$ cat src/rtl/mesi_isc_protocol_monitor_if.sv
// Bus bundle observed by the MESI ISC protocol monitor.
// master drives the main/coherence bus signals, slave samples them.
interface mesi_isc_protocol_monitor_if #(
    parameter int CPU_COUNT      = 4,
    parameter int ADDR_WIDTH     = 32,
    parameter int MBUS_CMD_WIDTH = 3,
    parameter int CBUS_CMD_WIDTH = 3
);
    logic [CPU_COUNT*MBUS_CMD_WIDTH-1:0] mbus_cmd_array_i;
    logic [CPU_COUNT*ADDR_WIDTH-1:0]     mbus_addr_array_i;
    logic [CPU_COUNT-1:0]                mbus_ack_array_i;
    logic [CPU_COUNT*CBUS_CMD_WIDTH-1:0] cbus_cmd_array_i;
    logic [CPU_COUNT-1:0]                cbus_ack_array_i;

    modport master (
        output mbus_cmd_array_i,
        output mbus_addr_array_i,
        output mbus_ack_array_i,
        output cbus_cmd_array_i,
        output cbus_ack_array_i
    );

    modport slave (
        input mbus_cmd_array_i,
        input mbus_addr_array_i,
        input mbus_ack_array_i,
        input cbus_cmd_array_i,
        input cbus_ack_array_i
    );
endinterface

$ cat src/rtl/mesi_isc_protocol_monitor.sv
// Passive MESI ISC protocol monitor: per-CPU ack tracking, sticky error flags.
// Define MESI_ISC_MON_CAPTURE_EN to record the first error (cpu/code/addr).
module mesi_isc_protocol_monitor #(
    parameter int CPU_COUNT       = 4,
    parameter int ADDR_WIDTH      = 32,
    parameter int MBUS_CMD_WIDTH  = 3,
    parameter int CBUS_CMD_WIDTH  = 3,
    parameter int ACK_TIMEOUT     = 16,
    parameter int TIMEOUT_WIDTH   = 5,
    parameter int ERR_COUNT_WIDTH = 8
) (
    input  logic                       clk,
    input  logic                       rst,
    mesi_isc_protocol_monitor_if.slave bus,
    input  logic                       clear_i,
    output logic [6:0]                 err_vec_o,
    output logic                       err_o,
    output logic [ERR_COUNT_WIDTH-1:0] err_count_o,
    output logic [CPU_COUNT-1:0]       pending_o,
    output logic [2:0]                 err_cpu_o,
    output logic [2:0]                 err_code_o,
    output logic [ADDR_WIDTH-1:0]      err_addr_o
);
    localparam logic [MBUS_CMD_WIDTH-1:0] MB_NOP = '0;
    localparam logic [MBUS_CMD_WIDTH-1:0] MB_WR  = MBUS_CMD_WIDTH'(1);
    localparam logic [MBUS_CMD_WIDTH-1:0] MB_MAX = MBUS_CMD_WIDTH'(4);
    localparam logic [CBUS_CMD_WIDTH-1:0] CB_EWR = CBUS_CMD_WIDTH'(3);
    localparam logic [CBUS_CMD_WIDTH-1:0] CB_ERD = CBUS_CMD_WIDTH'(4);
    localparam logic [CBUS_CMD_WIDTH-1:0] CB_MAX = CBUS_CMD_WIDTH'(4);
    localparam logic [TIMEOUT_WIDTH-1:0]  TO_VAL = TIMEOUT_WIDTH'(ACK_TIMEOUT);

    typedef enum logic [1:0] {
        S_IDLE  = 2'd0,
        S_WAIT  = 2'd1,
        S_STALL = 2'd2
    } state_t;

    state_t                     r_state [CPU_COUNT];
    logic [TIMEOUT_WIDTH-1:0]   r_cnt   [CPU_COUNT];
    logic [CPU_COUNT-1:0]       r_prev_ack;
    logic [6:0]                 r_err_vec;
    logic                       r_err;
    logic [ERR_COUNT_WIDTH-1:0] r_err_cnt;

    logic [MBUS_CMD_WIDTH-1:0]  w_mcmd [CPU_COUNT];
    logic [ADDR_WIDTH-1:0]      w_addr [CPU_COUNT];
    logic [CBUS_CMD_WIDTH-1:0]  w_ccmd [CPU_COUNT];
    logic [CPU_COUNT-1:0]       w_ack;
    logic [CPU_COUNT-1:0]       w_en;
    logic [CPU_COUNT-1:0]       w_hit  [7];
    logic [6:0]                 w_new;
    logic                       w_unused_cbus_ack;

    // cbus acks carry no rule of their own; kept only for completeness
    assign w_unused_cbus_ack = ^bus.cbus_ack_array_i;

    for (genvar g = 0; g < CPU_COUNT; g++) begin : g_unpack
        assign w_mcmd[g] = bus.mbus_cmd_array_i[g*MBUS_CMD_WIDTH +: MBUS_CMD_WIDTH];
        assign w_addr[g] = bus.mbus_addr_array_i[g*ADDR_WIDTH +: ADDR_WIDTH];
        assign w_ccmd[g] = bus.cbus_cmd_array_i[g*CBUS_CMD_WIDTH +: CBUS_CMD_WIDTH];
        assign w_ack[g]  = bus.mbus_ack_array_i[g];
        assign pending_o[g] = (r_state[g] != S_IDLE);
    end

    // per-code, per-CPU violation hits for the current cycle
    always_comb begin
        for (int c = 0; c < 7; c++) begin
            w_hit[c] = '0;
        end
        w_en = '0;
        for (int i = 0; i < CPU_COUNT; i++) begin
            w_hit[0][i] = (w_mcmd[i] > MB_MAX);
            w_hit[1][i] = (w_ccmd[i] > CB_MAX);
            w_hit[2][i] = w_ack[i] & r_prev_ack[i];
            w_hit[3][i] = (r_state[i] == S_WAIT) & ~w_ack[i] &
                          (r_cnt[i] == TO_VAL);
            w_hit[4][i] = (r_state[i] == S_IDLE) & w_ack[i] &
                          (w_mcmd[i] == MB_NOP);
            for (int j = 0; j < CPU_COUNT; j++) begin
                if ((j != i) && (w_mcmd[i] == MB_WR) &&
                    (w_mcmd[j] == MB_WR) && (w_addr[i] == w_addr[j])) begin
                    w_hit[5][i] = 1'b1;
                end
            end
            w_en[i] = (w_ccmd[i] == CB_EWR) | (w_ccmd[i] == CB_ERD);
        end
        // more than one bit set: clearing the lowest set bit leaves a 1
        if ((w_en & (w_en - 1'b1)) != '0) begin
            w_hit[6] = w_en;
        end
        for (int c = 0; c < 7; c++) begin
            w_new[c] = |w_hit[c];
        end
    end

    // per-CPU request/ack tracker; clear_i deliberately not involved
    always_ff @(posedge clk) begin
        if (!rst) begin
            for (int i = 0; i < CPU_COUNT; i++) begin
                r_state[i] <= S_IDLE;
                r_cnt[i]   <= '0;
            end
            r_prev_ack <= '0;
        end else begin
            r_prev_ack <= w_ack;
            for (int i = 0; i < CPU_COUNT; i++) begin
                unique case (r_state[i])
                    S_IDLE: begin
                        if ((w_mcmd[i] != MB_NOP) && !w_ack[i]) begin
                            r_state[i] <= S_WAIT;
                            r_cnt[i]   <= TIMEOUT_WIDTH'(1);
                        end
                    end
                    S_WAIT: begin
                        if (w_ack[i]) begin
                            r_state[i] <= S_IDLE;
                            r_cnt[i]   <= '0;
                        end else if (r_cnt[i] == TO_VAL) begin
                            r_state[i] <= S_STALL;
                        end else begin
                            r_cnt[i] <= r_cnt[i] + TIMEOUT_WIDTH'(1);
                        end
                    end
                    S_STALL: begin
                        if (w_ack[i]) begin
                            r_state[i] <= S_IDLE;
                            r_cnt[i]   <= '0;
                        end
                    end
                    default: begin
                        r_state[i] <= S_IDLE;
                        r_cnt[i]   <= '0;
                    end
                endcase
            end
        end
    end

    // sticky flags, one-cycle pulse and saturating error-cycle count
    always_ff @(posedge clk) begin
        if (!rst) begin
            r_err_vec <= '0;
            r_err     <= 1'b0;
            r_err_cnt <= '0;
        end else begin
            r_err_vec <= (clear_i ? 7'd0 : r_err_vec) | w_new;
            r_err     <= |w_new;
            if (clear_i) begin
                r_err_cnt <= (|w_new) ? ERR_COUNT_WIDTH'(1) : '0;
            end else if ((|w_new) && (r_err_cnt != '1)) begin
                r_err_cnt <= r_err_cnt + ERR_COUNT_WIDTH'(1);
            end
        end
    end

    assign err_vec_o   = r_err_vec;
    assign err_o       = r_err;
    assign err_count_o = r_err_cnt;

`ifdef MESI_ISC_MON_CAPTURE_EN
    logic                  r_cap_valid;
    logic [2:0]            r_cap_cpu;
    logic [2:0]            r_cap_code;
    logic [ADDR_WIDTH-1:0] r_cap_addr;
    logic [2:0]            w_sel_cpu;
    logic [2:0]            w_sel_code;
    logic [ADDR_WIDTH-1:0] w_sel_addr;

    // pick lowest code, then lowest CPU; later matches override earlier ones
    always_comb begin
        w_sel_cpu  = '0;
        w_sel_code = '0;
        w_sel_addr = '0;
        for (int c = 6; c >= 0; c--) begin
            for (int i = CPU_COUNT - 1; i >= 0; i--) begin
                if (w_hit[c][i]) begin
                    w_sel_code = 3'(c);
                    w_sel_cpu  = 3'(i);
                    w_sel_addr = ((c == 1) || (c == 6)) ? '0 : w_addr[i];
                end
            end
        end
    end

    // hold first error until clear; a same-cycle error re-arms after clear
    always_ff @(posedge clk) begin
        if (!rst) begin
            r_cap_valid <= 1'b0;
            r_cap_cpu   <= '0;
            r_cap_code  <= '0;
            r_cap_addr  <= '0;
        end else if (clear_i || !r_cap_valid) begin
            r_cap_valid <= |w_new;
            r_cap_cpu   <= w_sel_cpu;
            r_cap_code  <= w_sel_code;
            r_cap_addr  <= w_sel_addr;
        end
    end

    assign err_cpu_o  = r_cap_cpu;
    assign err_code_o = r_cap_code;
    assign err_addr_o = r_cap_addr;
`else
    assign err_cpu_o  = '0;
    assign err_code_o = '0;
    assign err_addr_o = '0;
`endif
endmodule

$ cat src/flat_wrapper.sv
// flat-port wrapper written by rule: the top's interface ports become plain ports
module mesi_isc_protocol_monitor_flat 
#(
    parameter int CPU_COUNT       = 4,
    parameter int ADDR_WIDTH      = 32,
    parameter int MBUS_CMD_WIDTH  = 3,
    parameter int CBUS_CMD_WIDTH  = 3,
    parameter int ACK_TIMEOUT     = 16,
    parameter int TIMEOUT_WIDTH   = 5,
    parameter int ERR_COUNT_WIDTH = 8
)
  (clk, rst, clear_i, err_vec_o, err_o, err_count_o, pending_o, err_cpu_o, err_code_o, err_addr_o, bus_mbus_cmd_array_i, bus_mbus_addr_array_i, bus_mbus_ack_array_i, bus_cbus_cmd_array_i, bus_cbus_ack_array_i);
  mesi_isc_protocol_monitor_if #(.CPU_COUNT(CPU_COUNT), .ADDR_WIDTH(ADDR_WIDTH), .MBUS_CMD_WIDTH(MBUS_CMD_WIDTH), .CBUS_CMD_WIDTH(CBUS_CMD_WIDTH)) bus_i ();
  input  logic clk;
  input  logic rst;
  input  logic clear_i;
  output logic [6:0] err_vec_o;
  output logic err_o;
  output logic [ERR_COUNT_WIDTH-1:0] err_count_o;
  output logic [CPU_COUNT-1:0] pending_o;
  output logic [2:0] err_cpu_o;
  output logic [2:0] err_code_o;
  output logic [ADDR_WIDTH-1:0] err_addr_o;
  input wire logic [$bits(bus_i.mbus_cmd_array_i)-1:0] bus_mbus_cmd_array_i;
  input wire logic [$bits(bus_i.mbus_addr_array_i)-1:0] bus_mbus_addr_array_i;
  input wire logic [$bits(bus_i.mbus_ack_array_i)-1:0] bus_mbus_ack_array_i;
  input wire logic [$bits(bus_i.cbus_cmd_array_i)-1:0] bus_cbus_cmd_array_i;
  input wire logic [$bits(bus_i.cbus_ack_array_i)-1:0] bus_cbus_ack_array_i;
  assign bus_i.mbus_cmd_array_i = bus_mbus_cmd_array_i;
  assign bus_i.mbus_addr_array_i = bus_mbus_addr_array_i;
  assign bus_i.mbus_ack_array_i = bus_mbus_ack_array_i;
  assign bus_i.cbus_cmd_array_i = bus_cbus_cmd_array_i;
  assign bus_i.cbus_ack_array_i = bus_cbus_ack_array_i;
  mesi_isc_protocol_monitor #(.CPU_COUNT(CPU_COUNT), .ADDR_WIDTH(ADDR_WIDTH), .MBUS_CMD_WIDTH(MBUS_CMD_WIDTH), .CBUS_CMD_WIDTH(CBUS_CMD_WIDTH), .ACK_TIMEOUT(ACK_TIMEOUT), .TIMEOUT_WIDTH(TIMEOUT_WIDTH), .ERR_COUNT_WIDTH(ERR_COUNT_WIDTH)) u_core (.clk(clk), .rst(rst), .bus(bus_i), .clear_i(clear_i), .err_vec_o(err_vec_o), .err_o(err_o), .err_count_o(err_count_o), .pending_o(pending_o), .err_cpu_o(err_cpu_o), .err_code_o(err_code_o), .err_addr_o(err_addr_o));
endmodule
$ cat config.mk
export PLATFORM = sky130hd
export DESIGN_NAME = mesi_isc_protocol_monitor_flat
export DESIGN_NICKNAME = d
export VERILOG_FILES = /design/src/rtl/mesi_isc_protocol_monitor_if.sv /design/src/rtl/mesi_isc_protocol_monitor.sv /design/src/flat_wrapper.sv
export SDC_FILE = /design/constraint.sdc
export NUM_CORES = 1
export LEC_CHECK = 0
export CORE_MARGIN = 10
export CORE_UTILIZATION = 44
export DETAILED_ROUTE_END_ITERATION = 8
export PLACE_DENSITY = 0.83
export SLEW_MARGIN = 5
export SYNTH_ARGS = -nofsm -noshare
export SYNTH_HDL_FRONTEND = slang
export SYNTH_SLANG_ARGS = --single-unit
export TNS_END_PERCENT = 10
$ cat constraint.sdc
create_clock -name clk -period 3 [get_ports clk]
set_clock_uncertainty 0.2 [all_clocks]
set_input_delay 0.45 -clock clk [delete_from_list [all_inputs] [get_ports clk]]
set_output_delay 0.45 -clock clk [all_outputs]
set_load 0.03 [all_outputs]
==> metrics.md <==
| Metric | Value |
|---|---|
| Post-Route WL | `approximately 20000 um` |
| Final hold viol count | `0` |
| Top cells by count, synth | `xor2_1 (141), xnor2_1 (64), nor2_1 (46)` |
| Synth top area cells | `xor2_1 (24%), edfxtp_1 (16%), xnor2_1 (11%)` |
| Syn-to-layout area delta | `65.6%` |
| R2R setup slack | `roughly 40 ps` |
| GRT Overall Usage | `~24%` |
| Main flop type after synthesis | `edfxtp_1` |
| Mean Syn Cell Area | `between 8 and 9 sq um` |
| RSZ-0062 raised after global routing | `yes` |
| Routed len/inst | `18.7 um` |
| Worst Path Buf+Inv | `1` |
| Min Clock Period, post-route | `approximately 3000 ps` |
| Post-synth EDFFs | `28` |
| TritonCTS clock tree | `done` |
| Synth top area share | `24.2%` |
| Compound-Gate Fraction of Synth Area | `under 10%` |
| Worst-path clk slew | `roughly 70 ps` |
| Placer Congestion | `0.946` |
| Seq cells post-synth | `48` |
| Row count | `39` |
| CTS H-Tree Depth | `2` |
| Synth Instances | `603` |
| Largest net degree at the start of global routing | `25` |
| Vias in the first global route | `approximately 6200` |
| FF-to-FF path depth | `11` |
| Die height | `approximately 130 um` |
| CTS Buf Count | `5` |
| Clock latency on the worst-skew pair | `between 200 and 300 ps` |
| Leak pwr | `roughly 3.5 nW` |
| Layout cell share with drive strength beyond 1 | `between 20% and 30%` |
| Drt via density | `between 5 and 6` |
| Worst setup SP type | `input port` |
| Simple-Gate Fraction of Synth Area | `between 20% and 30%` |
| Outcome | `finished, violations left` |
| Die width | `~130 um` |
| CTS root buffer | `clkbuf_16` |
| Port bufs | `between 150 and 200` |
| Core area | `11400 sq um` |
| Initial Util | `between 40% and 50%` |
| Hold-fix buffers, CTS | `0` |
| First-pass DRT Iterations | `5` |
| Max incr delay on CP | `about 580 ps` |
| Post-Synth XOR/XNOR Area | `between 30% and 40%` |
| Async S/R FF share, synth | `0%` |
| Crit-path cells | `clkdlybuf4s50_1 -> xor2_1 -> nor4_1 -> nand3_1 -> or4_4 -> nand4_4 -> o22ai_4 -> or4_1 -> a21oi_1` |
| Crit path DAT | `3060 ps` |
| Critical-path top delay cell | `or4_4` |
| Setup CP Type | `in2reg` |
| Main combinational cell family by area after synthesis | `XOR/XNOR gates` |
| Final slew viol count | `0` |
| TNS Setup | `-48.5 ps` |
| Fill cell count | `794` |
| Setup ws final | `-35.9 ps` |
| Final core utilization | `74.2%` |
| Hold Path Origin | `u_core.err_vec_o[5]` |
| Failing checks | `negative setup slack` |
| Synthesized area | `just over 5000 sq um` |
| CP endpoint kind | `flop` |
| Drc violations | `0` |
| CP max FO | `6` |
| Reg-to-Reg End | `u_core.err_count_o[7]` |
| WHS Endpoint | `u_core.err_vec_o[5]` |
| ANT cells | `0` |
| Yosys warns | `0` |
| Fmax | `0.329 GHz` |
| Total congestion overflow | `0` |
| Reg-to-reg startpoint | `u_core.r_cnt[3][1]` |
| Worst hold stages | `2` |
| # IOs | `221` |
| Initial antenna violation count | `0` |
| Vias after detailed routing | `between 5000 and 6000` |
| Synth area leader | `xor2_1` |
| Maxcap violations | `0` |
| DR iter-0 viols | `approximately 380` |
| Post-synthesis adder-cell area fraction | `under 10%` |
| Top-count cell post-synth | `xor2_1` |
| Mux cell area share after synthesis | `0%` |
| PD cells | `305 nW/um^2` |
| Final worst path period share | `101%` |
| WP data required | `approximately 3000 ps` |
| Max Root-Sink Buffers | `2` |
| Delay-heaviest family, CP | `simple AND/OR/NAND/NOR gates` |
| Count of different cell masters after synthesis | `47` |
| Die Area | `about 16000 sq um` |
| Final net count | `around 1100` |
| Sequential share of the synthesized area | `24.3%` |
| Dpl ws | `-571 ps` |
| Total power | `about 2.6 mW` |
| # clock sinks | `between 40 and 50` |
| VDD IR max | `0.000340 V` |
| Final setup violation count | `3` |
| Antenna Nets Post-Route | `0` |
| HP Class | `reg2reg` |
| Post-DP HPWL | `17700 um` |
| First-pass GRT wire length | `between 30000 and 40000 um` |
==> cell type report <==
class	instances	area [sq um]	share of cell area (%)
multi-input combinational	532	3790	44.9
timing repair buffer	342	3020	35.7
sequential	48	1240	14.7
tap	143	179	2.12
clock buffer	5	125	1.48
inverter	17	63.8	0.756
clock inverter	3	22.5	0.267
==> routing by layer <==
metal | track usage, % | vias up | wire [um]
met5 | 0 | - | 0
met4 | 13.0 | 0 | 1260
met3 | 7.15 | 74 | 1720
met2 | 44.2 | 260 | 10400
met1 | 23.9 | 2644 | 7050
li1 | - | 2733 | -
==> power breakdown <==
| group | switching (mW) | internal, mW |
|---|---|---|
| combinational | 0.601 | 0.577 |
| clock | 0.254 | 0.311 |
| sequential | 0.0582 | 0.770 |
| total | 0.913 | 1.66 |
==> worst max-delay path by stage <==
stage	start	endpoint	slack (ps)	cells after the start
4_1_cts	bus_mbus_addr_array_i[64]	u_core.err_count_o[5]	1	9
5_1_grt	bus_mbus_addr_array_i[64]	u_core.err_count_o[5]	-100	9
2_1_floorplan	u_core.r_cnt[3][0]	u_core.err_count_o[7]	320	11
3_3_place_gp	bus_mbus_cmd_array_i[0]	u_core.err_count_o[4]	-620	10
3_5_place_dp	bus_mbus_cmd_array_i[1]	u_core.err_count_o[4]	-570	10
6_report	bus_mbus_addr_array_i[72]	u_core.err_count_o[5]	-40	9
==> registers in the layout, indices dropped and copies added (netlist names) <==
register	cells
u_core.r_state	8
u_core.r_prev_ack	4
u_core.err_vec_o	7
u_core.err_count_o	8
u_core.err_o	1
u_core.r_cnt	20
==> worst register-to-register path: cells and delay by family, from the launching register on <==
kind / cells / cell delay [ps]
adder cells (fa/ha/maj): 1 / 180
AO/OA/AOI/OAI: 4 / 680
buffers and inverters: 2 / 210
flip-flops: 1 / 350
AND/OR/NAND/NOR: 4 / 1240
==> timing repair <==
item | in CTS | in global routing
gates cloned | 0 | 1
setup buffers | 2 | 1
setup endpoints to repair | 8 | 8
pin swaps | 21 | 22
gates resized for setup | 42 | 29
==> layout by cell type (no fill, tap or decap), types with 12 or more instances in the layout <==
| cell | n |
|---|---|
| nand4_1 | 26 |
| nor2_1 | 46 |
| nor4_2 | 14 |
| a21oi_1 | 14 |
| conb_1 | 38 |
| nand3_1 | 29 |
| dlymetal6s2s_1 | 12 |
| xor2_1 | 141 |
| dfxtp_1 | 20 |
| clkdlybuf4s50_1 | 143 |
| buf_4 | 162 |
| dlygate4sd2_1 | 23 |
| edfxtp_1 | 28 |
| inv_1 | 16 |
| nor4_1 | 21 |
| nand2_1 | 26 |
| xnor2_1 | 64 |
| o21ai_0 | 22 |
==> metrics by stage <==
step / cell area (sq um) / instances / hold WS, ps
3_5_place_dp: 8090 / 1078 / 256
2_1_floorplan: 5240 / 640 / 327
3_3_place_gp: 8090 / 1078 / 255
4_1_cts: 8330 / 1088 / 265
5_1_grt: 8440 / 1090 / 285
6_report: 8440 / 1090 / 257
==> cell families (layout without fill, tap and decap cells) <==
kind of cell / count (synthesis) / in the layout
fa+ha+maj: 10 / 10
other cells: 1 / 38
buf+inv: 60 / 367
flops: 48 / 48
compound gates: 64 / 64
xor+xnor: 205 / 205
simple gates: 215 / 215
(Power assumes the default switching activity.)
